**config.mk**
```make
export PLATFORM = sky130hd
export DESIGN_NAME = ex_mem_stage_reg
export DESIGN_NICKNAME = d
export VERILOG_FILES = /design/src/rtl/superscalar_pkg.sv /design/src/rtl/exmem_lane_reg.sv /design/src/rtl/ex_mem_stage_reg.sv
export SDC_FILE = /design/constraint.sdc
export NUM_CORES = 1
export LEC_CHECK = 0
export ABC_AREA = 1
export CORE_AREA = 2 2 203 205
export CTS_CLUSTER_DIAMETER = 50
export CTS_CLUSTER_SIZE = 20
export DETAILED_ROUTE_END_ITERATION = 7
export DIE_AREA = 0 0 205 207
export PLACE_DENSITY_LB_ADDON = 0.25
export SLEW_MARGIN = 30
export SYNTH_ARGS = -nofsm -noshare
export SYNTH_HDL_FRONTEND = slang
export SYNTH_SLANG_ARGS = --single-unit
```
**constraint.sdc**
```tcl
create_clock -name clk -period 2.2 [get_ports clk]
set_clock_uncertainty 0.15 [all_clocks]
set_input_delay 0.55 -clock clk [delete_from_list [all_inputs] [get_ports clk]]
set_output_delay 0.55 -clock clk [all_outputs]
set_load 0.02 [all_outputs]
```
**src/rtl/superscalar_pkg.sv**
```systemverilog
// Shared widths and the per-lane control bundle
// for the dual-issue EX->MEM boundary.
package superscalar_pkg;

    localparam int XLEN       = 32;
    localparam int REG_ADDR_W = 5;

    typedef struct packed {
        logic                  regWrite;
        logic                  memRead;
        logic                  memWrite;
        logic [REG_ADDR_W-1:0] rd;
    } lane_ctrl_t;

endpackage

```
**src/rtl/exmem_lane_reg.sv**
```systemverilog
// One lane of the EX->MEM register: hold on stall,
// capture on advance, side-effect controls gated by accept.
module exmem_lane_reg
    import superscalar_pkg::*;
(
    input  logic            clk,
    input  logic            rst,
    input  logic            stall,
    input  logic            acc,
    input  logic [XLEN-1:0] pc,
    input  logic [XLEN-1:0] aluResult,
    input  logic [XLEN-1:0] storeData,
    input  lane_ctrl_t      ctrl,
    output logic            memValid,
    output logic [XLEN-1:0] memPc,
    output logic [XLEN-1:0] memAluResult,
    output logic [XLEN-1:0] memStoreData,
    output lane_ctrl_t      memCtrl
);

    always_ff @(posedge clk) begin
        if (rst) begin
            memValid     <= 1'b0;
            memPc        <= '0;
            memAluResult <= '0;
            memStoreData <= '0;
            memCtrl      <= '0;
        end else if (!stall) begin
            memValid         <= acc;
            memPc            <= pc;
            memAluResult     <= aluResult;
            memStoreData     <= storeData;
            // a killed lane keeps its data but must not write anything
            memCtrl.regWrite <= ctrl.regWrite & acc;
            memCtrl.memRead  <= ctrl.memRead & acc;
            memCtrl.memWrite <= ctrl.memWrite & acc;
            memCtrl.rd       <= ctrl.rd;
        end
    end

endmodule

```
**src/rtl/ex_mem_stage_reg.sv**
```systemverilog
// Dual-lane EX->MEM register with branch redirect and wrong-path shadow.
// Optional EXMEM_PERF_EN adds takenCount / killCount ports.
module ex_mem_stage_reg
    import superscalar_pkg::*;
#(
    parameter int FLUSH_CYCLES = 2
) (
    input  logic                  clk,
    input  logic                  rst,
    input  logic                  stall,
    input  logic                  exValid1,
    input  logic                  exValid2,
    input  logic [XLEN-1:0]       pc1,
    input  logic [XLEN-1:0]       pc2,
    input  logic [XLEN-1:0]       aluResult1,
    input  logic [XLEN-1:0]       aluResult2,
    input  logic                  isBranchTaken1,
    input  logic                  isBranchTaken2,
    input  logic [XLEN-1:0]       branchPC1,
    input  logic [XLEN-1:0]       branchPC2,
    input  logic [REG_ADDR_W-1:0] rd1,
    input  logic [REG_ADDR_W-1:0] rd2,
    input  logic                  regWrite1,
    input  logic                  regWrite2,
    input  logic                  memRead1,
    input  logic                  memRead2,
    input  logic                  memWrite1,
    input  logic                  memWrite2,
    input  logic [XLEN-1:0]       storeData1,
    input  logic [XLEN-1:0]       storeData2,
    output logic                  memValid1,
    output logic                  memValid2,
    output logic [XLEN-1:0]       memPc1,
    output logic [XLEN-1:0]       memPc2,
    output logic [XLEN-1:0]       memAluResult1,
    output logic [XLEN-1:0]       memAluResult2,
    output logic [XLEN-1:0]       memStoreData1,
    output logic [XLEN-1:0]       memStoreData2,
    output logic [REG_ADDR_W-1:0] memRd1,
    output logic [REG_ADDR_W-1:0] memRd2,
    output logic                  memRegWrite1,
    output logic                  memRegWrite2,
    output logic                  memMemRead1,
    output logic                  memMemRead2,
    output logic                  memMemWrite1,
    output logic                  memMemWrite2,
    output logic                  redirectValid,
    output logic [XLEN-1:0]       redirectPC,
`ifdef EXMEM_PERF_EN
    output logic [31:0]           takenCount,
    output logic [31:0]           killCount,
`endif
    output logic                  squashFront
);

    localparam int SW = (FLUSH_CYCLES > 0) ? $clog2(FLUSH_CYCLES + 1) : 1;
    localparam logic [SW-1:0] SHADOW_LOAD = SW'(FLUSH_CYCLES);

    logic [SW-1:0] shadow;
    logic          acc1;
    logic          acc2;
    logic          launch1;
    logic          launch2;
    lane_ctrl_t    ctrl1;
    lane_ctrl_t    ctrl2;
    lane_ctrl_t    mctrl1;
    lane_ctrl_t    mctrl2;

    assign acc1    = exValid1 & (shadow == '0);
    assign acc2    = exValid2 & (shadow == '0) & ~(exValid1 & isBranchTaken1);
    assign launch1 = acc1 & isBranchTaken1;
    assign launch2 = acc2 & isBranchTaken2;

    assign ctrl1 = {regWrite1, memRead1, memWrite1, rd1};
    assign ctrl2 = {regWrite2, memRead2, memWrite2, rd2};

    exmem_lane_reg u_lane1 (
        .clk          (clk),
        .rst          (rst),
        .stall        (stall),
        .acc          (acc1),
        .pc           (pc1),
        .aluResult    (aluResult1),
        .storeData    (storeData1),
        .ctrl         (ctrl1),
        .memValid     (memValid1),
        .memPc        (memPc1),
        .memAluResult (memAluResult1),
        .memStoreData (memStoreData1),
        .memCtrl      (mctrl1)
    );

    exmem_lane_reg u_lane2 (
        .clk          (clk),
        .rst          (rst),
        .stall        (stall),
        .acc          (acc2),
        .pc           (pc2),
        .aluResult    (aluResult2),
        .storeData    (storeData2),
        .ctrl         (ctrl2),
        .memValid     (memValid2),
        .memPc        (memPc2),
        .memAluResult (memAluResult2),
        .memStoreData (memStoreData2),
        .memCtrl      (mctrl2)
    );

    assign memRd1       = mctrl1.rd;
    assign memRd2       = mctrl2.rd;
    assign memRegWrite1 = mctrl1.regWrite;
    assign memRegWrite2 = mctrl2.regWrite;
    assign memMemRead1  = mctrl1.memRead;
    assign memMemRead2  = mctrl2.memRead;
    assign memMemWrite1 = mctrl1.memWrite;
    assign memMemWrite2 = mctrl2.memWrite;

    // a stalled edge still retires the pulse but never launches
    always_ff @(posedge clk) begin
        if (rst) begin
            redirectValid <= 1'b0;
            redirectPC    <= '0;
            shadow        <= '0;
        end else if (stall) begin
            redirectValid <= 1'b0;
        end else begin
            redirectValid <= launch1 | launch2;
            if (launch1) begin
                redirectPC <= branchPC1;
            end else if (launch2) begin
                redirectPC <= branchPC2;
            end
            if (launch1 | launch2) begin
                shadow <= SHADOW_LOAD;
            end else if (shadow != '0) begin
                shadow <= shadow - SW'(1);
            end
        end
    end

    assign squashFront = redirectValid | (shadow != '0);

`ifdef EXMEM_PERF_EN
    logic [1:0] nkill;

    assign nkill = {1'b0, exValid1 & ~acc1} + {1'b0, exValid2 & ~acc2};

    always_ff @(posedge clk) begin
        if (rst) begin
            takenCount <= '0;
            killCount  <= '0;
        end else if (!stall) begin
            takenCount <= takenCount + 32'(launch1 | launch2);
            killCount  <= killCount + 32'(nkill);
        end
    end
`endif

endmodule
```
==> results.md, run 1 <==
- Worst min-delay path category: flop to flop
- Maximum achievable frequency: between 400 and 500 MHz
- Total of max-cap violations: 0
- Initial core utilization: between 20% and 30%
- Sink Count: around 250
- Synthesized area divided by synthesized cell count: around 7.6 um2
- Detail Route Antenna Nets: 0
- Mapped cell area: roughly 0.0090 mm2
- DRC violations left: 0
- Required time of the worst setup path: 1.50 ns
- CTS clock-pin slew for the worst setup and hold paths: ~0.070 ns
- Placer Congestion: between 0.8 and 0.9
- Critical setup path kind: flop to primary output
- Number of storage elements in the synthesis netlist: approximately 250
- Arr. time, crit path: ~1.4 ns
- Count of vias placed by the detailed router: between 9000 and 10000
- Final TNS setup: 0 ns
- Total Routed Length: 34900 um
- Worst hold-check slack: 0.309 ns
- Clk Tree Root Cell: sky130_fd_sc_hd__clkbuf_16
- Detailed-routing iteration count for the pre-antenna-repair pass: 5
- Average wire length per cell after detail routing: 15.6 um
- I/O Pins: roughly 520
- Minimum period implied by the final worst setup slack: 2.08 ns
- Cell count after synthesis: ~1200
- DRT iter0 DRCs: 460
- Sort of element at the start of the critical path: flop
- Max IR drop VDD: between 0.5 and 0.6 mV
- Number of placement rows: 74
- Clock tree from TritonCTS: built
- Net count of the mapped netlist: 1461
- Via count of the first global-routing pass: 9278
- Detail Placement HPWL: approximately 26000 um
- Worst path bufs/invs: 2
- Leak pwr: approximately 7.3 nW
- Die Span X: 205 um
- Global-route total usage across every layer: 15.6%
- Layout cells sized above 1: between 6 and 7%
- Number of filler cells placed in the layout: approximately 4300
- Final Instance Area: between 0.015 and 0.02 mm2
- Ordered cell list for the critical path: inv_1 -> ha_1 -> nand2_2 -> buf_4
- Commonest cells after routing, fill and taps aside: sky130_fd_sc_hd__nor2_1 (409), sky130_fd_sc_hd__clkdlybuf4s50_1 (277), sky130_fd_sc_hd__dfxtp_1 (245), sky130_fd_sc_hd__dlygate4sd2_1 (243), sky130_fd_sc_hd__o21ai_0 (203)
- # hold bufs at CTS: 0
- Unrepaired setup endpoints after global routing: false
- Max stage delay on crit path: between 0.3 and 0.4 ns
- Final clock period utilization by the worst path: between 90% and 100%
- Outcome: completed
- First-pass GRT wire length: about 53000 um
- Power per cell area: between 700 and 800 mW/mm2
- Worst-case setup slack after placement: 0.114 ns
- Total number of nets in the final design: around 2000
- Endpoint type of the worst setup path: primary output
- Number of vias per cell: 4.23
- Most common cell after layout, fill and taps aside: sky130_fd_sc_hd__nor2_1
- Antenna fix cells: 0
- Number of buffers created by CTS: 29
- Critical Path Fanout Max: 2
- Max Transition Viols Final: 0
- Worst slew slack as a fraction of its limit: between 70 and 80%
- Overall die height: ~210 um
- Die area: between 0.04 and 0.05 mm2
- Power after layout: around 12 mW
- Critical path's slowest cell: sky130_fd_sc_hd__dfxtp_1
- Slack of the critical path: about 0.12 ns
- Count of buffers added by post-CTS timing repair for setup: 0
- Worst-Margin Slew: around 0.4 ns
- Family with the most delay on the worst path: flip-flops
- Number of antenna violations at the first check in global routing: 0
- Cell Area, Placed: 0.0149 mm2
- Final count of negative-setup-slack endpoints: 0
- # port buffers: 522
- Maximum number of buffers from clock root to sink: 3
- CORE AREA: between 0.04 and 0.05 mm2
- Sequential share of the synthesized area: a little over half
- GRT Residual Overflow: 0
- Distinct cell type count of the synthesized netlist: 18
- Clock latency of the later-clocked register in the worst-skew pair: 0.56 ns
- Area growth from synthesis to layout: 73.4%
- Depth of the CTS H-tree: 1
- Maximum number of pins on one net before global-route repair: 82
- Yosys Warn Count: 0
- Final-report hold violation count: 0
per-layer routing:
metal  global-route usage [%]  vias to the layer above  share of wire, %
li1                         -                     4797                 -
met1                     17.9                     4230                40
met2                     27.1                      406                47
met3                     5.18                       48                10
met4                     4.89                        0               2.5
met5                        0                        -                 0
synthesized netlist by cell type:
cell type	n	share of area (%)
sky130_fd_sc_hd__clkbuf_1	32	1.3
sky130_fd_sc_hd__xor2_1	1	0.097
sky130_fd_sc_hd__nand3_1	68	3.8
sky130_fd_sc_hd__a21oi_4	1	0.18
sky130_fd_sc_hd__buf_6	15	1.9
sky130_fd_sc_hd__inv_2	2	0.083
sky130_fd_sc_hd__buf_4	9	0.75
sky130_fd_sc_hd__nor2_1	409	17
sky130_fd_sc_hd__dfxtp_1	245	55
sky130_fd_sc_hd__inv_1	3	0.13
sky130_fd_sc_hd__nand3_2	1	0.11
sky130_fd_sc_hd__a21oi_1	9	0.50
sky130_fd_sc_hd__o21ai_0	203	11
sky130_fd_sc_hd__clkinv_4	1	0.097
sky130_fd_sc_hd__ha_1	1	0.14
sky130_fd_sc_hd__nand2_1	146	6.1
sky130_fd_sc_hd__nand2_2	2	0.14
sky130_fd_sc_hd__buf_2	33	1.8
state kept, by name, indices dropped and copies added (netlist names):
register / cells
u_lane2.memAluResult: 32
u_lane2.memStoreData: 32
u_lane2.memCtrl: 8
u_lane1.memValid: 1
u_lane2.memValid: 1
u_lane1.memAluResult: 32
redirectPC: 32
u_lane1.memStoreData: 32
redirectValid: 1
shadow: 2
u_lane1.memPc: 32
u_lane2.memPc: 32
u_lane1.memCtrl: 8
path summary, 6_finish.rpt:
| kind | start | to | slack (ns) | cells after the start |
|---|---|---|---|---|
| max | shadow[1] | squashFront | 0.12 | 4 |
| min | redirectPC[14] | redirectPC[14] | 0.31 | 2 |
| max reg2reg | shadow[1] | redirectPC[6] | 0.46 | 9 |
| min reg2reg | redirectPC[14] | redirectPC[14] | 0.31 | 2 |
timing repair:
item / in CTS / in global routing
pin swaps: 0 / 0
cloned: 0 / 0
resized for setup: 247 / 2
endpoints found under the setup margin: 244 / 1
final cells by class:
| type | count | area (um2) | area share [%] |
|---|---|---|---|
| Sequential cell | 245 | 4900 | 31.4 |
| Clock buffer | 32 | 757 | 4.85 |
| Timing Repair Buffer | 563 | 5400 | 34.6 |
| Multi-Input combinational cell | 841 | 3550 | 22.7 |
| Clock inverter | 22 | 294 | 1.88 |
| Tap cell | 532 | 666 | 4.27 |
| Inverter | 6 | 32.5 | 0.208 |
worst min-delay path, stage by stage, from the launching register on:
cell,delay (ns)
sky130_fd_sc_hd__dfxtp_1,0.31
sky130_fd_sc_hd__nand3_1,0.07
sky130_fd_sc_hd__nand2_1,0.04
power by group:
| group | internal [mW] | leakage, nW | switching (mW) |
|---|---|---|---|
| clock | 3.13 | 0.501 | 2.09 |
| combinational | 1.04 | 4.80 | 1.19 |
| sequential | 4.75 | 2.03 | 0.147 |
| total | 8.92 | 7.33 | 3.43 |
through the flow:
step | util [%] | instances
3_5_place_dp | 36.8 | 2187
2_1_floorplan | - | 1181
6_report | 38.7 | 2241
4_1_cts | 38.6 | 2241
5_1_grt | 38.7 | 2241
3_3_place_gp | 36.8 | 2187
cell families (layout without fill, tap and decap cells):
group	count (synthesis)	in the layout	synth area share (%)
and+or+nand+nor	626	626	27.2
DFF	245	245	54.5
AOI/OAI and AO/OA	213	213	12.0
buffers and inverters	95	623	6.10
adders and majority gates	1	1	0.139
xor gates and xnor gates	1	1	0.0973
No activity file was read; power rests on OpenSTA's default activity.
==> run 2, diff against run 1 <==
- CORE_AREA: 2 2 203 205 -> 2 2 204 206
- CTS_BUF_LIST: unset -> sky130_fd_sc_hd__clkbuf_16
- DIE_AREA: 0 0 205 207 -> 0 0 206 208
==> results.md, run 2 (synthesized netlist as in run 1, its figures left out) <==
- Initial core utilization: 22.2% (was 22.3%)
- Via count of the first global-routing pass: 9232 (was 9278)
- FF-to-FF setup slack: 0.49 ns (was 0.46 ns)
- Die area: 0.0428 mm2 (was 0.0424 mm2)
- Worst-Margin Slew: 0.459 ns (was 0.409 ns)
- Die Span X: 206 um (was 205 um)
- Layout cells sized above 1: 5.57% (was 6.09%)
- Arr. time, crit path: 1.45 ns (was 1.38 ns)
- DRC violations left: 0 (unchanged)
- Length in cells of the worst reg-to-reg path: 9 (unchanged)
- Number of vias per cell: 4.22 (was 4.23)
- Global-route total usage across every layer: 15.8% (was 15.6%)
- CTS clock-pin slew for the worst setup and hold paths: 0.05 ns (was 0.07 ns)
- First-pass GRT wire length: 52900 um (was 52500 um)
- Max Transition Viols Final: 0 (unchanged)
- Hold-critical path depth: 2 (unchanged)
- Average wire length per cell after detail routing: 15.8 um (was 15.6 um)
- Count of vias placed by the detailed router: 9450 (was 9481)
- Unrepaired setup endpoints after global routing: false (unchanged)
- Maximum number of buffers from clock root to sink: 3 (unchanged)
- Area growth from synthesis to layout: 75.1% (was 73.4%)
- Maximum number of pins on one net before global-route repair: 113 (was 82)
- Critical Path Fanout Max: 2 (unchanged)
- Final count of negative-setup-slack endpoints: 0 (unchanged)
- Max IR drop VDD: 0.411 mV (was 0.515 mV)
- Critical setup path kind: flop to primary output (unchanged)
- I/O Pins: 523 (unchanged)
- Number of placement rows: 74 (unchanged)
- Critical path's slowest cell: sky130_fd_sc_hd__clkdlybuf4s50_1 (was sky130_fd_sc_hd__dfxtp_1)
- DRT iter0 DRCs: 441 (was 460)
- Required time of the worst setup path: 1.50 ns (about the same)
- Final clock period utilization by the worst path: 97.8% (was 94.6%)
- Combined area of the multi-input logic cells: 0.00354 mm2 (was 0.00355 mm2)
- Detail Route Antenna Nets: 0 (unchanged)
- Max stage delay on crit path: 0.61 ns (was 0.33 ns)
- CORE AREA: 0.0406 mm2 (was 0.0404 mm2)
- Final TNS setup: 0 ns (unchanged)
- Sort of element at the start of the critical path: flop (unchanged)
- Detail Placement HPWL: 26400 um (was 26300 um)
- Terminating pin of the worst hold path: redirectPC[14] (unchanged)
- Detailed-routing iteration count for the pre-antenna-repair pass: 4 (was 5)
- Worst min-delay path category: flop to flop (unchanged)
- Count of buffers added by post-CTS timing repair for setup: 0 (unchanged)
- Reg-to-reg critical path startpoint: shadow[0] (was shadow[1])
- Family with the most delay on the worst path: buffers and inverters (was flip-flops)
- Number of filler cells placed in the layout: 4263 (was 4317)
- Worst hold path startpoint: redirectPC[14] (unchanged)
- Commonest cells after routing, fill and taps aside: sky130_fd_sc_hd__nor2_1 (409), sky130_fd_sc_hd__clkdlybuf4s50_1 (280), sky130_fd_sc_hd__dfxtp_1 (245), sky130_fd_sc_hd__dlygate4sd2_1 (213), sky130_fd_sc_hd__o21ai_0 (203) (was sky130_fd_sc_hd__nor2_1 (409), sky130_fd_sc_hd__clkdlybuf4s50_1 (277), sky130_fd_sc_hd__dfxtp_1 (245), sky130_fd_sc_hd__dlygate4sd2_1 (243), sky130_fd_sc_hd__o21ai_0 (203))
- Total number of nets in the final design: 1960 (was 1966)
- # port buffers: 522 (unchanged)
- Number of buffers created by CTS: 35 (was 29)
- Clk Tree Root Cell: sky130_fd_sc_hd__clkbuf_16 (unchanged)
- Total of max-cap violations: 0 (unchanged)
- Worst path bufs/invs: 1 (was 2)
- Placer Congestion: 0.838 (was 0.885)
- Minimum period implied by the final worst setup slack: 2.15 ns (was 2.08 ns)
- # hold bufs at CTS: 0 (unchanged)
- Maximum achievable frequency: 465 MHz (was 480 MHz)
- Number of antenna violations at the first check in global routing: 1 (was 0)
- GRT Residual Overflow: 0 (unchanged)
- Most common cell after layout, fill and taps aside: sky130_fd_sc_hd__nor2_1 (unchanged)
- Endpoint type of the worst setup path: primary output (unchanged)
- Final-report hold violation count: 0 (unchanged)
- Depth of the CTS H-tree: 2 (was 1)
- Outcome: completed (unchanged)
- Worst slew slack as a fraction of its limit: 69.4% (was 72.5%)
- Total Routed Length: 35400 um (was 34900 um)
- Ordered cell list for the critical path: clkdlybuf4s50_1 (was inv_1 -> ha_1 -> nand2_2 -> buf_4)
- Leak pwr: 7.64 nW (was 7.33 nW)
- Overall die height: 208 um (was 207 um)
- Endpoint of the worst register-to-register path: redirectPC[9] (was redirectPC[6])
- Power after layout: 12.8 mW (was 12.4 mW)
- Clock tree from TritonCTS: built (unchanged)
- Sink Count: 245 (unchanged)
- Register area: 0.00490 mm2 (unchanged)
- Power per cell area: 812 mW/mm2 (was 792 mW/mm2)
- Clock latency of the later-clocked register in the worst-skew pair: 0.52 ns (was 0.56 ns)
run 2: how the worst max path moves through the flow:
| stage | from | end | slack [ns] | depth (start not counted) |
|---|---|---|---|---|
| 6_report | u_lane2.memAluResult[13] | memAluResult2[13] | 0.05 | 1 |
| 5_1_grt | u_lane2.memAluResult[6] | memAluResult2[6] | 0.0005 | 1 |
| 3_5_place_dp | rst | u_lane1.memAluResult[27] | 0.14 | 6 |
| 2_1_floorplan | rst | redirectPC[10] | 0.64 | 7 |
| 4_1_cts | u_lane1.memAluResult[24] | memAluResult1[24] | 0.0006 | 1 |
| 3_3_place_gp | rst | u_lane1.memAluResult[27] | 0.13 | 6 |
run 2: layout make-up:
| cell class | count | share of cell area, % |
|---|---|---|
| well taps | 532 | 4.23 |
| diodes | 1 | 0.0159 |
| repair buffers | 551 | 34.5 |
| multi-input cells | 841 | 22.5 |
| inverters | 6 | 0.207 |
| clock inverters | 27 | 1.74 |
| flip-flops and latches | 245 | 31.1 |
| clock buffers | 36 | 5.72 |
run 2: through the flow:
stage	cells	setup WS, ns	cell area (um2)	util [%]	hold slack, ns
6_report	2239	0.0479	15800	38.8	0.308
5_1_grt	2239	0.000482	15800	38.8	0.323
4_1_cts	2238	0.000611	15700	38.7	0.311
3_5_place_dp	2175	0.140	14800	36.4	0.307
3_3_place_gp	2175	0.127	14800	36.4	0.299
2_1_floorplan	1181	0.635	9000	-	0.372
run 2: metal layers:
metal | wire (um) | vias up | GRT usage (%)
met5 | 0 | - | 0
met4 | 1040 | 0 | 6.33
li1 | - | 4785 | -
met2 | 17000 | 388 | 27.4
met1 | 13600 | 4219 | 17.3
met3 | 3690 | 58 | 5.94
run 2: timing repair:
| action | CTS | global route |
|---|---|---|
| resized for setup | 217 | 27 |
| setup endpoints to repair | 214 | 27 |
| endpoints found under the hold margin | 0 | 0 |
| pin swaps | 0 | 0 |
run 2: report_power, final:
part	switching [mW]	internal, mW
Sequential	0.144	4.75
Clock	2.25	3.41
Combinational	1.19	1.04
Total	3.59	9.20
==> run 3, diff against run 2 <==
- CTS_CLUSTER_SIZE: 20 -> 16
- SETUP_SLACK_MARGIN: unset -> 0.3
==> results.md, run 3 (synthesized netlist as in run 1, its figures left out) <==
- GRT Residual Overflow: 0 (unchanged)
- Layout cells sized above 1: 20.0% (was 5.57%)
- Maximum number of pins on one net before global-route repair: 113 (unchanged)
- Outcome: completed (unchanged)
- Total of max-cap violations: 0 (unchanged)
- Global-route total usage across every layer: 15.8% (about the same)
- Arr. time, crit path: 1.22 ns (was 1.45 ns)
- Final TNS setup: 0 ns (unchanged)
- Max stage delay on crit path: 0.31 ns (was 0.61 ns)
- Critical path depth in cells: 4 (was 1)
- Count of vias placed by the detailed router: 9451 (was 9450)
- Detailed-routing iteration count for the pre-antenna-repair pass: 6 (was 4)
- Detail Placement HPWL: 26400 um (unchanged)
- Clock latency of the later-clocked register in the worst-skew pair: 0.52 ns (about the same)
- Total number of nets in the final design: 1961 (was 1960)
- CTS clock-pin slew for the worst setup and hold paths: 0.05 ns (about the same)
- Worst-case setup slack after placement: 0.140 ns (unchanged)
- Maximum achievable frequency: 521 MHz (was 465 MHz)
- Unrepaired setup endpoints after global routing: true (was false)
- Family with the most delay on the worst path: flip-flops (was buffers and inverters)
- Leak pwr: 6.71 nW (was 7.64 nW)
- Final-report hold violation count: 0 (unchanged)
- Critical path's slowest cell: sky130_fd_sc_hd__dfxtp_2 (was sky130_fd_sc_hd__clkdlybuf4s50_1)
- Clk Tree Root Cell: sky130_fd_sc_hd__clkbuf_16 (unchanged)
- Worst-Margin Slew: 0.488 ns (was 0.459 ns)
- DRC violations left: 0 (unchanged)
- First-pass GRT wire length: 53100 um (was 52900 um)
- Minimum period implied by the final worst setup slack: 1.92 ns (was 2.15 ns)
- Critical Path Fanout Max: 2 (unchanged)
- Combined area of the multi-input logic cells: 0.00356 mm2 (was 0.00354 mm2)
- Number of buffers created by CTS: 35 (unchanged)
- Worst slew slack as a fraction of its limit: 67.4% (was 69.4%)
- Number of antenna violations at the first check in global routing: 1 (unchanged)
- Via count of the first global-routing pass: 9276 (was 9232)
- Die area: 0.0428 mm2 (unchanged)
- Max IR drop VDD: 0.409 mV (was 0.411 mV)
- Worst path bufs/invs: 2 (was 1)
- Overall die height: 208 um (unchanged)
- Commonest cells after routing, fill and taps aside: sky130_fd_sc_hd__nor2_1 (409), sky130_fd_sc_hd__clkdlybuf4s50_1 (277), sky130_fd_sc_hd__dfxtp_1 (243), sky130_fd_sc_hd__o21ai_0 (203), sky130_fd_sc_hd__clkdlybuf4s15_2 (162) (was sky130_fd_sc_hd__nor2_1 (409), sky130_fd_sc_hd__clkdlybuf4s50_1 (280), sky130_fd_sc_hd__dfxtp_1 (245), sky130_fd_sc_hd__dlygate4sd2_1 (213), sky130_fd_sc_hd__o21ai_0 (203))
- Register area: 0.00491 mm2 (was 0.00490 mm2)
- Number of vias per cell: 4.22 (about the same)
- Power per cell area: 814 mW/mm2 (was 812 mW/mm2)
- DRT iter0 DRCs: 488 (was 441)
- Most common cell after layout, fill and taps aside: sky130_fd_sc_hd__nor2_1 (unchanged)
- Final count of negative-setup-slack endpoints: 0 (unchanged)
- Required time of the worst setup path: 1.50 ns (about the same)
- Worst min-delay path category: flop to flop (unchanged)
- # port buffers: 522 (unchanged)
- Total Routed Length: 35400 um (about the same)
- Initial core utilization: 22.2% (unchanged)
- I/O Pins: 523 (unchanged)
- Depth of the CTS H-tree: 2 (unchanged)
- Length in cells of the worst reg-to-reg path: 9 (unchanged)
- Area growth from synthesis to layout: 75.5% (was 75.1%)
- CORE AREA: 0.0406 mm2 (unchanged)
- Detail Route Antenna Nets: 0 (unchanged)
- Endpoint type of the worst setup path: primary output (unchanged)
- Number of filler cells placed in the layout: 4231 (was 4263)
- Clock tree from TritonCTS: built (unchanged)
- Sort of element at the start of the critical path: flop (unchanged)
- Sink Count: 245 (unchanged)
- # hold bufs at CTS: 0 (unchanged)
- Placer Congestion: 0.838 (unchanged)
- Average wire length per cell after detail routing: 15.8 um (about the same)
- Critical setup path kind: flop to primary output (unchanged)
- Max Transition Viols Final: 0 (unchanged)
- Hold-critical path depth: 2 (unchanged)
- Ordered cell list for the critical path: inv_2 -> ha_4 -> nand2_2 -> buf_6 (was clkdlybuf4s50_1)
- Die Span X: 206 um (unchanged)
- Slack of the critical path: 0.281 ns (was 0.0479 ns)
- Maximum number of buffers from clock root to sink: 3 (unchanged)
- Final clock period utilization by the worst path: 87.2% (was 97.8%)
- Number of placement rows: 74 (unchanged)
run 3: timing repair:
item / CTS / global route
resized for setup: 733 / 69
setup buffers: 0 / 1
hold endpoints to repair: 0 / 0
setup endpoints to repair: 244 / 59
pin swaps: 1 / 2
run 3: area by class of cell:
| type | count | area share (%) |
|---|---|---|
| Sequential cell | 245 | 31.1 |
| Clock buffer | 36 | 5.70 |
| Tap cell | 532 | 4.21 |
| Timing Repair Buffer | 552 | 34.5 |
| Clock inverter | 27 | 1.73 |
| Inverter | 6 | 0.206 |
| Multi-Input combinational cell | 841 | 22.5 |
| Antenna cell | 1 | 0.0158 |
run 3: through the flow:
step / hold WS [ns] / instance area [um2] / power [mW] / util [%] / instances
after global placement: 0.299 / 14800 / 7.44 / 36.4 / 2175
final: 0.310 / 15800 / 12.9 / 38.9 / 2240
after floorplan: 0.372 / 9000 / 6.06 / - / 1181
after global routing: 0.326 / 15800 / 13.5 / 38.9 / 2240
after detailed placement: 0.307 / 14800 / 7.46 / 36.4 / 2175
after CTS: 0.314 / 16100 / 13.1 / 39.7 / 2238
run 3: power breakdown:
part	switching (mW)	internal (mW)	leakage (nW)	total (mW)
clock network	2.25	3.40	0.569	5.65
registers	0.156	4.75	2.03	4.91
logic	1.20	1.10	4.11	2.30
run 3: worst reg2reg max path, cell delays in order, from the launching register on:
cell	delay [ns]
sky130_fd_sc_hd__dfxtp_2	0.31
sky130_fd_sc_hd__inv_2	0.07
sky130_fd_sc_hd__ha_4	0.15
sky130_fd_sc_hd__buf_4	0.14
sky130_fd_sc_hd__nand3_1	0.17
sky130_fd_sc_hd__nand2_1	0.13
sky130_fd_sc_hd__nand2_2	0.07
sky130_fd_sc_hd__buf_12	0.18
sky130_fd_sc_hd__nand3_1	0.11
sky130_fd_sc_hd__nand2_1	0.05
run 3: routing by layer:
layer	global-route usage, %	share of wire, %	vias up
li1	-	-	4786
met1	17.3	39	4222
met2	27.6	48	385
met3	5.81	10	58
met4	6.23	2.9	0
met5	0	0	-
run 3: worst paths after layout:
check                                     from             end  slack, ns
worst max-delay path                 shadow[0]     squashFront       0.28
worst min-delay path            redirectPC[14]  redirectPC[14]       0.31
worst max register to register       shadow[0]   redirectPC[9]       0.57
worst min register to register  redirectPC[14]  redirectPC[14]       0.31
